### config.mk
export PLATFORM = sky130hd
export DESIGN_NAME = qpsk_symbol_detector
export DESIGN_NICKNAME = d
export VERILOG_FILES = /design/src/rtl/qpsk_symbol_detector.sv
export SDC_FILE = /design/constraint.sdc
export NUM_CORES = 1
export LEC_CHECK = 0
export BUFFER_PORTS_ARGS = -buffer_cell sky130_fd_sc_hd__buf_2
export CORE_MARGIN = 2
export CORE_UTILIZATION = 25
export CTS_BUF_LIST = sky130_fd_sc_hd__clkbuf_8
export DETAILED_ROUTE_END_ITERATION = 12
export PLACE_DENSITY = 0.43
export SYNTH_ARGS = -nofsm -noshare
export SYNTH_HDL_FRONTEND = slang
export SYNTH_SLANG_ARGS = --single-unit
### constraint.sdc
create_clock -name clk -period 4.95 [get_ports clk]
set_clock_uncertainty 0.15 [all_clocks]
set_input_delay 0 -clock clk [delete_from_list [all_inputs] [get_ports clk]]
set_output_delay 0 -clock clk [all_outputs]
set_load 0.05 [all_outputs]
### src/rtl/qpsk_symbol_detector.sv
// QPSK integrate-and-dump detector: sums SPS I/Q samples, hard-decides a
// Gray dibit, flags weak rails, serialises the dibit and counts symbols.
module qpsk_symbol_detector #(
    parameter int SPS    = 4,
    parameter int ACC_W  = 6,
    parameter int THRESH = 2
) (
    input  logic       clk,
    input  logic       reset,
    input  logic       enable,
    input  logic       sym_start,
    input  logic [3:0] I_in,
    input  logic [3:0] Q_in,
    output logic [1:0] bits_out,
    output logic       bits_valid,
    output logic       low_conf,
    output logic       serial_bit,
    output logic       serial_valid,
    output logic [7:0] sym_cnt
);

    localparam int CNT_W = $clog2(SPS);
    localparam logic [CNT_W-1:0] LAST = CNT_W'(SPS - 1);
    localparam logic [ACC_W:0] THR = (ACC_W + 1)'(THRESH);

    typedef enum logic {
        IDLE,
        ACCUM
    } state_t;

    state_t state, state_nxt;

    logic signed [ACC_W-1:0] acc_i, acc_q;
    logic signed [ACC_W-1:0] samp_i, samp_q;
    logic signed [ACC_W-1:0] sum_i, sum_q;
    logic [ACC_W:0] mag_i, mag_q;
    logic [CNT_W-1:0] cnt;
    logic load, add, decide;

    assign samp_i = {{(ACC_W - 4){I_in[3]}}, I_in};
    assign samp_q = {{(ACC_W - 4){Q_in[3]}}, Q_in};
    assign sum_i  = acc_i + samp_i;
    assign sum_q  = acc_q + samp_q;

    // One extra bit so the most negative sum still has a valid magnitude
    assign mag_i = sum_i[ACC_W-1] ? -{sum_i[ACC_W-1], sum_i}
                                  : {1'b0, sum_i};
    assign mag_q = sum_q[ACC_W-1] ? -{sum_q[ACC_W-1], sum_q}
                                  : {1'b0, sum_q};

    always_ff @(posedge clk or negedge reset) begin
        if (!reset) begin
            state <= IDLE;
        end else begin
            state <= state_nxt;
        end
    end

    always_comb begin
        state_nxt = state;
        unique case (state)
            IDLE:    if (enable && sym_start) state_nxt = ACCUM;
            ACCUM:   state_nxt = ACCUM;
            default: state_nxt = IDLE;
        endcase
    end

    always_comb begin
        load   = 1'b0;
        add    = 1'b0;
        decide = 1'b0;
        unique case (state)
            IDLE: load = enable && sym_start;
            ACCUM: begin
                if (enable) begin
                    if (sym_start) begin
                        load = 1'b1;
                    end else if (cnt == LAST) begin
                        decide = 1'b1;
                    end else begin
                        add = 1'b1;
                    end
                end
            end
            default: ;
        endcase
    end

    always_ff @(posedge clk or negedge reset) begin
        if (!reset) begin
            acc_i <= '0;
            acc_q <= '0;
            cnt   <= '0;
        end else if (load) begin
            acc_i <= samp_i;
            acc_q <= samp_q;
            cnt   <= CNT_W'(1);
        end else if (add) begin
            acc_i <= sum_i;
            acc_q <= sum_q;
            cnt   <= cnt + CNT_W'(1);
        end else if (decide) begin
            acc_i <= '0;
            acc_q <= '0;
            cnt   <= '0;
        end
    end

    // Serialiser: I bit alongside bits_valid, Q bit the cycle after
    always_ff @(posedge clk or negedge reset) begin
        if (!reset) begin
            bits_out     <= 2'b00;
            bits_valid   <= 1'b0;
            low_conf     <= 1'b0;
            serial_bit   <= 1'b0;
            serial_valid <= 1'b0;
            sym_cnt      <= 8'd0;
        end else begin
            bits_valid   <= decide;
            serial_valid <= decide | bits_valid;
            if (decide) begin
                bits_out   <= {sum_i[ACC_W-1], sum_q[ACC_W-1]};
                low_conf   <= (mag_i < THR) || (mag_q < THR);
                serial_bit <= sum_i[ACC_W-1];
                sym_cnt    <= sym_cnt + 8'd1;
            end else if (bits_valid) begin
                serial_bit <= bits_out[0];
            end
        end
    end

endmodule

**Word level (Yosys, flattened, before mapping)**

Index checks and enable logic that the tools add are counted.

- Add/sub/neg operators: 6
- $mul: 0
- Div/mod/pow operators: 0
- Magnitude comparators: 2
- Eq/ne operators: 1
- Shift-type cells: 0
- Mux-type cells: 25
- Bitwise gates (word level): 2
- Reductions and logical operators: 4

Operator list:

| cell | count |
|---|---|
| $mux W6 | 5 |
| $lt A7 B2 Y1 const B | 2 |
| $mux W7 | 2 |
| $neg A7 Y7 | 2 |
| $mux W1 | 13 |
| $add A6 B4 Y6 | 2 |
| $add A8 B1 Y8 const B | 1 |
| $mux W2 | 3 |
| $pmux W1 S2 | 2 |
| $reduce_bool A3 Y1 | 1 |
| $add A2 B1 Y2 const B | 1 |
| $eq A2 B2 Y1 const B | 1 |
| $reduce_bool A2 Y1 | 1 |
| $logic_and A1 B1 Y1 | 1 |
| $logic_or A1 B1 Y1 | 1 |
| $not A1 Y1 | 1 |
| $or A1 B1 Y1 | 1 |

- Register bits after elaboration: 29
- Bits in latches: 0
- RAM bits: 0
- Memory bits (read-only): 0
- Bits of input ports: 12
- Memories kept: 0

**Longest topological paths before layout**

Gate-level depths: netlist of the first run.

- Depth in word-level cells: 8
- Gate-level depth with buffers: 9

**Worst setup path after synthesis of the first run**

OpenSTA, ideal clock, no wires.

- Path kind: register to register
- From: register acc_q[0]
- To: register low_conf
- Library setup time: 0.088 ns
- Data arrival time: 1.960 ns
- Data required time: 4.712 ns
- Path slack: 2.752 ns
- Stages on the path, launching flop included: 9
- Path buffers: 0
- Cells stage by stage: dfrtp_1 ha_1 inv_1 fa_1 ha_1 or2_1 a21oi_1 nand4_1 a41oi_1

- Word-level cells in the longest chain between the ends: 5

RTL lines:

| element | line | RTL |
|---|---|---|
| start, declared | 33 | `logic signed [ACC_W-1:0] acc_i, acc_q;` |
| start signal, assigned | 96 | `acc_q <= samp_q;` |
| start signal, assigned | 100 | `acc_q <= sum_q;` |
| $add A6 B4 Y6 (*) | 43 | `assign sum_q = acc_q + samp_q;` |
| $neg A7 Y7 | 48 | `assign mag_q = sum_q[ACC_W-1] ? -{sum_q[ACC_W-1], sum_q}` |
| $mux W7 (*) | 48 |  |
| $lt A7 B2 Y1 (*) | 123 | `low_conf <= (mag_i < THR) \|\| (mag_q < THR);` |
| $logic_or A1 B1 Y1 (*) | 123 |  |
| end signal, assigned | 123 |  |
| end, declared | 16 | `output logic low_conf,` |

Mark *: on every way between the ends. The rest lies on a longest branch, timed or not.
A chain may end at the register's enable or synchronous reset.

**Worst setup path after layout of the first run**

- From: input Q_in[0]
- To: register low_conf

- Word-level cells in the longest chain between the ends: 5

RTL lines:

| element | line | RTL |
|---|---|---|
| start, declared | 13 | `input logic [3:0] Q_in,` |
| $add A6 B4 Y6 (*) | 43 |  |
| $neg A7 Y7 | 48 |  |
| $mux W7 (*) | 48 |  |
| $lt A7 B2 Y1 (*) | 123 |  |
| $logic_or A1 B1 Y1 (*) | 123 |  |

Marked as above.

==> metrics.log, run 1 <==
INFO  metric design.final.nets = 230
INFO  metric slew-limit-headroom = 24.1%
INFO  metric grt_pass1_vias = 1,323
INFO  metric r2r_setup_slack = 2.60 ns
INFO  metric dpl_cell_area = 0.00189 mm²
INFO  metric worst_hold_startpoint = I_in[3]
INFO  metric drt-wirelength-per-cell = 13.3 µm
INFO  metric timing.critical_path.required = 4.99 ns
INFO  metric groute.usage.overall = 11.0%
INFO  metric drt-pass1-iter-count = 4
INFO  metric insertedDiodeCount = 0
INFO  metric crit_chain = dlygate4sd3_1 > buf_2 > ha_1 > inv_1 > fa_1 > ha_1 > or2_1 > a21oi_1 > nand4_1 > a41oi_1
INFO  metric synth_top_family_by_area = simple AND/OR/NAND/NOR gates
INFO  metric leakagePower = 0.991 nW
INFO  metric chipHeight = 86.0 µm
INFO  metric postSynth.topFlopCell = sky130_fd_sc_hd__dfrtp_1
INFO  metric timing.critical_path.fanout_max = 4
INFO  metric place.port_buffers = 25
INFO  metric grt_first_pass_wirelength = 6.36 mm
INFO  metric outcome = finished, final reports clean
INFO  metric syn_to_final_growth = 23.6%
INFO  metric synth_simple_gate_area_share = 15.6%
INFO  metric fmaxAchievable = 422 MHz
INFO  metric crit_slowest_cell = sky130_fd_sc_hd__dlygate4sd3_1
INFO  metric post_synth.cell_area_avg = 10.4 µm²
INFO  metric postRouteAntennaNets = 0
INFO  metric cts_setup_buffers = 0
INFO  metric grt_setup_unrepaired = no
INFO  metric dr_total_vias = 1,297
INFO  metric core.rowCount = 29
INFO  metric ioPinCount = 26
INFO  metric initial_utilization = 26.2%
INFO  metric gp_congestion = 0.742
INFO  metric clock_latency = 0.28 ns
INFO  metric timing.critical_path.arrival = 2.41 ns
INFO  metric multiInputGateArea = 913 µm²
INFO  metric antenna_found_initial = 0
INFO  metric cap_viol_max_count = 0
INFO  metric worst_r2r_startpoint = acc_q[0]$_DFFE_PN0P_
INFO  metric cts-root-buf = sky130_fd_sc_hd__clkbuf_8
INFO  metric timing_hold_violations_final = 0
INFO  metric ys_ff_latch = 29
INFO  metric synthesized_area_fraction_occupied_by_ao_oa_aoi_and_oai_cells = 14.7%
INFO  metric postSynthCellCount = 162
INFO  metric route.final.wire_length = 3.73 mm
INFO  metric cts.clk_slew.worst_paths = 0.06 ns
INFO  metric die_span_x = 86.0 µm
INFO  metric final_period_minus_worst_setup_slack = 2.37 ns
INFO  metric core_area = 0.00642 mm²
INFO  metric cts_made_buffers = 5
INFO  metric max_slew.worst_pin.slew = 1.13 ns
INFO  metric dr.first_iter.drc_count = 59
INFO  metric crit_type = input pin to flop
INFO  metric crit_path_start = Q_in[0]
INFO  metric grt_start_max_net_pins = 30
INFO  metric die_area = 0.00739 mm²
INFO  metric dp_hpwl = 2.67 mm
INFO  metric post_synth_instance_area = 0.00168 mm²
INFO  metric worst-r2r-cell-count = 8
INFO  metric fillers = 693
INFO  metric synth_adder_area_share = 12.8%
INFO  metric async_reset_ff_share = 100%
INFO  metric residual_overflow_from_global_routing = 0
INFO  metric ctsHtreeMaxLevel = 2
INFO  metric r2r_end = low_conf$_DFFE_PN0P_
INFO  metric synth_seq_area_share = 43.2%
INFO  metric end_kind = flop
INFO  metric slew_viol_final = 0
INFO  metric start_kind = input pin
INFO  metric synth_xor_area_share = 9.98%
INFO  metric power_density = 441 mW/mm²
INFO  metric synth_enable_flop_cells = 0
INFO  metric irDropWorstVdd = 0.142 mV
INFO  metric cts_tree = built
INFO  metric clock_path_buffers = 2
INFO  metric crit_top_cell = sky130_fd_sc_hd__ha_1
INFO  metric seq_area = 726 µm²
INFO  metric share_of_the_cycle_needed_by_the_critical_path_after_routing = 47.9%
INFO  metric setup_violations = 0
INFO  metric endpoint = low_conf$_DFFE_PN0P_
INFO  metric slowest_delay = 0.53 ns
INFO  metric tns = 0 ns
INFO  metric synth_cell_type_count = 37
INFO  metric synthesis.nets = 190
INFO  metric fin_area = 0.00208 mm²
INFO  metric drcViolationCount = 0
INFO  metric ys.warnings.count = 0
INFO  metric worst_hold_path_type = input pin to flop
INFO  metric vias_cell = 4.63
INFO  metric yosys-mux-area-fraction = 1.19%
INFO  metric clock_sink_count = 29
INFO  metric layout-drive-gt1-share = 17.7%
## power breakdown
part	internal, mW	total, mW	leakage (nW)	switching (mW)
sequential	0.289	0.328	0.366	0.0387
clock	0.0953	0.190	0.0491	0.0944
combinational	0.146	0.399	0.575	0.253
## critical path, delay by kind of cell
kind / cells / cell delay, ns
fa+ha+maj: 3 / 0.95
simple gates: 2 / 0.34
compound gates: 2 / 0.38
buf+inv: 3 / 0.73
## metrics by stage
stage / std cells / hold slack, ns / setup WS (ns) / util, % / power (mW)
after floorplan: 162 / -0.446 / 2.75 / - / 0.636
after global placement: 262 / -0.0466 / 2.59 / 29.5 / 0.730
after detailed placement: 262 / -0.0543 / 2.60 / 29.5 / 0.730
after CTS: 280 / 0.0653 / 2.57 / 32.3 / 0.933
after global routing: 280 / 0.0975 / 2.42 / 32.3 / 0.996
final: 280 / 0.0661 / 2.58 / 32.3 / 0.917
## state kept, by name (all words and copies together), names as in the netlist
register,count
state,1
bits_out,2
acc_q,6
cnt,2
acc_i,6
low_conf,1
serial_bit,1
serial_valid,1
bits_valid,1
sym_cnt,8
## kinds of logic after synthesis
group | after synthesis
AOI/OAI and AO/OA | 35
xor gates and xnor gates | 17
adders and majority gates | 16
buffers and inverters | 11
DFF | 29
muxes | 2
and+or+nand+nor | 52
## what timing repair did
action,4_1_cts,5_1_grt
hold buffers,10,0
hold endpoints to repair,38,0
gates resized for setup,0,0
## layer usage
metal	part of all wire [%]	GRT usage [%]	up-vias
met5	0	0	-
li1	-	-	658
met2	45	17.1	24
met3	3.4	2.89	2
met4	0.40	3.03	0
met1	51	15.2	613
## how the worst min path moves through the flow
stage                             endpoint  cells after the start
detailed placement  sym_cnt[7]$_DFFE_PN0P_                      1
CTS                   acc_i[5]$_DFFE_PN0P_                      3
global placement    sym_cnt[7]$_DFFE_PN0P_                      1
global route          acc_i[5]$_DFFE_PN0P_                      3
floorplan             acc_i[0]$_DFFE_PN0P_                      0
finish                acc_i[5]$_DFFE_PN0P_                      3
## cell type report
class                      instances  share of cell area [%]
multi-input combinational        122                    44.0
timing repair buffer              35                    10.8
clock buffer                       5                    3.31
tap                               77                    4.64
clock inverter                     3                   0.663
sequential                        29                    34.9
inverter                           9                    1.63
## synthesized netlist by cell type (2+ instances only)
library cell	instances	area share (%)
sky130_fd_sc_hd__nand3_1	5	1.5
sky130_fd_sc_hd__dfrtp_1	29	43
sky130_fd_sc_hd__a21oi_1	4	1.2
sky130_fd_sc_hd__nand2_1	14	3.1
sky130_fd_sc_hd__and3_1	3	1.1
sky130_fd_sc_hd__nand4_1	3	1.1
sky130_fd_sc_hd__a22oi_1	6	2.7
sky130_fd_sc_hd__ha_1	14	10
sky130_fd_sc_hd__inv_1	8	1.8
sky130_fd_sc_hd__o21bai_1	2	0.89
sky130_fd_sc_hd__mux2i_1	2	1.2
sky130_fd_sc_hd__nand2b_1	5	1.9
sky130_fd_sc_hd__xor2_1	8	4.2
sky130_fd_sc_hd__nor2_1	12	2.7
sky130_fd_sc_hd__a221o_1	6	3.6
sky130_fd_sc_hd__o21ai_0	9	2.7
sky130_fd_sc_hd__xnor2_1	8	4.2
sky130_fd_sc_hd__o21ai_1	3	0.89
sky130_fd_sc_hd__fa_1	2	2.4
sky130_fd_sc_hd__nor3_1	2	0.60
## cells in the final DEF (no fill, tap or decap), types with 2 or more instances in the layout
master / synthesis / routed
sky130_fd_sc_hd__dfrtp_1: 29 / 29
sky130_fd_sc_hd__buf_2: 0 / 25
sky130_fd_sc_hd__nand2_1: 14 / 14
sky130_fd_sc_hd__ha_1: 14 / 14
sky130_fd_sc_hd__nor2_1: 12 / 12
sky130_fd_sc_hd__dlygate4sd3_1: 0 / 10
sky130_fd_sc_hd__inv_1: 8 / 9
sky130_fd_sc_hd__o21ai_0: 9 / 9
sky130_fd_sc_hd__xor2_1: 8 / 8
sky130_fd_sc_hd__xnor2_1: 8 / 8
sky130_fd_sc_hd__a221o_1: 6 / 6
sky130_fd_sc_hd__a22oi_1: 6 / 6
sky130_fd_sc_hd__nand2b_1: 5 / 5
sky130_fd_sc_hd__nand3_1: 5 / 5
sky130_fd_sc_hd__clkbuf_8: 0 / 5
sky130_fd_sc_hd__a21oi_1: 4 / 4
sky130_fd_sc_hd__o21ai_1: 3 / 3
sky130_fd_sc_hd__and3_1: 3 / 3
sky130_fd_sc_hd__nand4_1: 3 / 3
sky130_fd_sc_hd__nor3_1: 2 / 2
sky130_fd_sc_hd__o21bai_1: 2 / 2
sky130_fd_sc_hd__mux2i_1: 2 / 2
sky130_fd_sc_hd__fa_1: 2 / 2
sky130_fd_sc_hd__clkinv_2: 0 / 2
(Power assumes the default switching activity.)
==> inputs of run 2 (changes only) <==
--- a/config.mk
+++ b/config.mk
@@ -5,12 +5,13 @@
 export SDC_FILE = /design/constraint.sdc
 export NUM_CORES = 1
 export LEC_CHECK = 0
+export ABC_AREA = 1
 export BUFFER_PORTS_ARGS = -buffer_cell sky130_fd_sc_hd__buf_2
 export CORE_MARGIN = 2
 export CORE_UTILIZATION = 25
 export CTS_BUF_LIST = sky130_fd_sc_hd__clkbuf_8
 export DETAILED_ROUTE_END_ITERATION = 12
-export PLACE_DENSITY = 0.43
+export PLACE_DENSITY = 0.42
 export SYNTH_ARGS = -nofsm -noshare
 export SYNTH_HDL_FRONTEND = slang
 export SYNTH_SLANG_ARGS = --single-unit
==> constraint.sdc (replaced) <==
create_clock -name clk -period 2.28 [get_ports clk]
set_clock_uncertainty 0.15 [all_clocks]
set_input_delay 0 -clock clk [delete_from_list [all_inputs] [get_ports clk]]
set_output_delay 0 -clock clk [all_outputs]
set_load 0.05 [all_outputs]
==> run 2 against run 1 <==
Wire length is 16% higher. Die area up 12%. Combinational power grew to 2.9 times the previous value. Sequential share of layout area down 4.6 points. Sequential cell count did not move. Total power rose to 2.6 times the previous value. Non-clock buffer count increased by 2. Cell count up 34%. Critical path depth increased by 1. Cell area is 15% higher. Sequential power increased by 120%.
==> metrics.log, run 2 <==
INFO  metric layout_common_cells = sky130_fd_sc_hd__nand2_1 (67), sky130_fd_sc_hd__inv_1 (40), sky130_fd_sc_hd__dfrtp_1 (29)
INFO  metric holdWs = 0.148 ns
INFO  metric layout-drive-gt1-share = 20.9%
INFO  metric postRouteAntennaNets = 0
INFO  metric clock_latency = 0.28 ns
INFO  metric clock_path_buffers = 2
INFO  metric switching_share = 44.3%
INFO  metric cts_made_buffers = 5
INFO  metric insertedDiodeCount = 0
INFO  metric register_containing_the_most_flip_flops_in_the_final_layout = sym_cnt
INFO  metric core.rowCount = 31
INFO  metric drt-pass1-iter-count = 4
INFO  metric mostFrequentLayoutCell = sky130_fd_sc_hd__nand2_1
INFO  metric dr.first_iter.drc_count = 70
INFO  metric final_period_minus_worst_setup_slack = 2.13 ns
INFO  metric slew_viol_final = 0
INFO  metric gp_congestion = 0.784
INFO  metric worst_r2r_startpoint = acc_i[0]$_DFFE_PN0P_
INFO  metric core_area = 0.00729 mm²
INFO  metric cts.clk_slew.worst_paths = 0.07 ns
INFO  metric ioPinCount = 26
INFO  metric drt-wirelength-per-cell = 11.5 µm
INFO  metric clock_sink_count = 29
INFO  metric postSynth.topFlopCell = sky130_fd_sc_hd__dfrtp_1
INFO  metric max_slew.worst_pin.slew = 0.688 ns
INFO  metric grt_setup_unrepaired = no
INFO  metric residual_overflow_from_global_routing = 0
INFO  metric place.port_buffers = 25
INFO  metric synth.top_cells.by_area = sky130_fd_sc_hd__dfrtp_1 (38%), sky130_fd_sc_hd__nand2_1 (13%), sky130_fd_sc_hd__ha_1 (9.3%)
INFO  metric dpl_cell_area = 0.00214 mm²
INFO  metric start_kind = flop
INFO  metric synth_seq_area_share = 38.3%
INFO  metric detailedPlace.worstSlack = 0.0993 ns
INFO  metric cts-root-buf = sky130_fd_sc_hd__clkbuf_8
INFO  metric final_cells = 376
INFO  metric synthDominantAreaCellType = sky130_fd_sc_hd__dfrtp_1
INFO  metric design.final.nets = 304
INFO  metric power_frac_comb = 48.5%
INFO  metric synth_cell_type_count = 29
INFO  metric cap_viol_max_count = 0
INFO  metric largest_reg_flops = 8
INFO  metric synth_common_cells = sky130_fd_sc_hd__nand2_1 (67), sky130_fd_sc_hd__inv_1 (40), sky130_fd_sc_hd__dfrtp_1 (29)
INFO  metric die_area = 0.00828 mm²
INFO  metric leakagePower = 1.30 nW
INFO  metric synth_top_cell_area_share = 38.3%
INFO  metric final.setup.worst_slack = 0.152 ns
INFO  metric post_synth.cell_area_avg = 8.12 µm²
INFO  metric seq_power_share = 31.0%
INFO  metric initial_utilization = 26.0%
INFO  metric cts_tree = built
INFO  metric synthesis.nets = 261
INFO  metric post-route-util = 32.8%
INFO  metric dp_hpwl = 3.25 mm
INFO  metric ys.warnings.count = 0
INFO  metric power = 2.34 mW
INFO  metric total_switching_power = 1.04 mW
INFO  metric power_density = 980 mW/mm²
INFO  metric antenna_found_initial = 0
INFO  metric synth_enable_flop_cells = 0
INFO  metric post_synth_instance_area = 0.00189 mm²
INFO  metric vias_cell = 4.13
INFO  metric top_regs = sym_cnt: 8 flops, acc_i: 6 flops, acc_q: 6 flops
INFO  metric die_span_x = 91.0 µm
INFO  metric syn_to_final_growth = 26.2%
INFO  metric slew-limit-headroom = 54.1%
INFO  metric outcome = finished, final reports clean
INFO  metric postSynthCellCount = 233
INFO  metric ys_ff_latch = 29
INFO  metric ctsHtreeMaxLevel = 2
INFO  metric drcViolationCount = 0
INFO  metric tns = 0 ns
INFO  metric grt_first_pass_wirelength = 7.76 mm
INFO  metric timing.critical_path.required = 2.33 ns
INFO  metric fmaxAchievable = 470 MHz
INFO  metric fin_area = 0.00239 mm²
INFO  metric irDropWorstVdd = 0.224 mV
INFO  metric crit_type = flop to flop
INFO  metric crit_path_start = acc_i[0]$_DFFE_PN0P_
INFO  metric setup_violations = 0
INFO  metric timing.critical_path.fanout_max = 3
INFO  metric post-synth-top-count-cell = sky130_fd_sc_hd__nand2_1
INFO  metric placed_cells = 356
INFO  metric dr_total_vias = 1,552
INFO  metric groute.usage.overall = 11.9%
INFO  metric fillers = 822
INFO  metric share_of_the_cycle_needed_by_the_critical_path_after_routing = 93.3%
INFO  metric end_kind = flop
INFO  metric chipHeight = 91.0 µm
INFO  metric timing_hold_violations_final = 0
INFO  metric internal_power = 1.30 mW
INFO  metric grt_pass1_vias = 1,592
INFO  metric timing.critical_path.arrival = 2.18 ns
INFO  metric route.final.wire_length = 4.33 mm
INFO  metric p_clk_share = 20.5%
INFO  metric worst_hold_path_type = input pin to async pin
INFO  metric async_reset_ff_share = 100%
INFO  metric grt_start_max_net_pins = 30
-- run 2: final timing paths --
kind                                     endpoint  slack, ns  cells past startpoint
max                          low_conf$_DFFE_PN0P_       0.15                     11
min                        sym_cnt[4]$_DFFE_PN0P_       0.15                      2
max reg2reg                  low_conf$_DFFE_PN0P_       0.15                     11
min reg2reg                sym_cnt[7]$_DFFE_PN0P_       0.31                      1
max in group asynchronous    acc_i[1]$_DFFE_PN0P_       1.39                      2
min in group clk           sym_cnt[7]$_DFFE_PN0P_       0.31                      1
-- run 2: what timing repair did --
action / CTS / global route
gates resized for setup: 0 / 8
endpoints found under the hold margin: 44 / 0
setup endpoints to repair: 0 / 4
setup buffers: 0 / 1
hold buffers: 11 / 0
-- run 2: per-layer routing --
metal  global-route usage, %  vias up  share of wire [%]  wire, µm
met3                    2.66        2                3.5       153
li1                        -      827                  -         -
met4                    4.17        0               0.39        17
met1                    16.8      695                 51      2230
met2                    17.7       28                 45      1930
met5                       0        -                  0         0
-- run 2: worst max-delay path: stages (launching register included) --
cell	delay (ns)
sky130_fd_sc_hd__dfrtp_1	0.39
sky130_fd_sc_hd__ha_4	0.15
sky130_fd_sc_hd__inv_1	0.05
sky130_fd_sc_hd__fa_2	0.59
sky130_fd_sc_hd__ha_4	0.14
sky130_fd_sc_hd__a21boi_2	0.13
sky130_fd_sc_hd__nor2_1	0.04
sky130_fd_sc_hd__nor2_1	0.09
sky130_fd_sc_hd__nand3_1	0.07
sky130_fd_sc_hd__nor2_1	0.08
sky130_fd_sc_hd__nor2_1	0.05
sky130_fd_sc_hd__a21oi_1	0.13
-- run 2: power by group through the flow --
stage	Combinational (mW)	Sequential, mW	Clock, mW
after global placement	1.10	0.734	0
after detailed placement	1.11	0.730	0
after floorplan	0.654	0.932	0
after CTS	1.12	0.723	0.497
final	1.14	0.726	0.480
after global routing	1.30	0.750	0.528
-- run 2: final cells by class --
cell class	count	area [µm²]	area share (%)
multi-input cells	163	1050	43.8
clock inverters	1	5.00	0.209
inverters	40	150	6.28
repair buffers	37	243	10.2
well taps	99	124	5.18
flip-flops and latches	29	726	30.4
clock buffers	7	96.3	4.03
-- run 2: cell families (layout without fill, tap and decap cells) --
logic type / Yosys count / count (layout) / share of synthesized area, %
adder cells (fa/ha/maj): 16 / 16 / 11.4
buffers and inverters: 41 / 85 / 8.20
XOR/XNOR: 9 / 9 / 4.16
AND/OR/NAND/NOR: 116 / 116 / 29.8
AO/OA/AOI/OAI: 22 / 22 / 8.13
flip-flops: 29 / 29 / 38.3
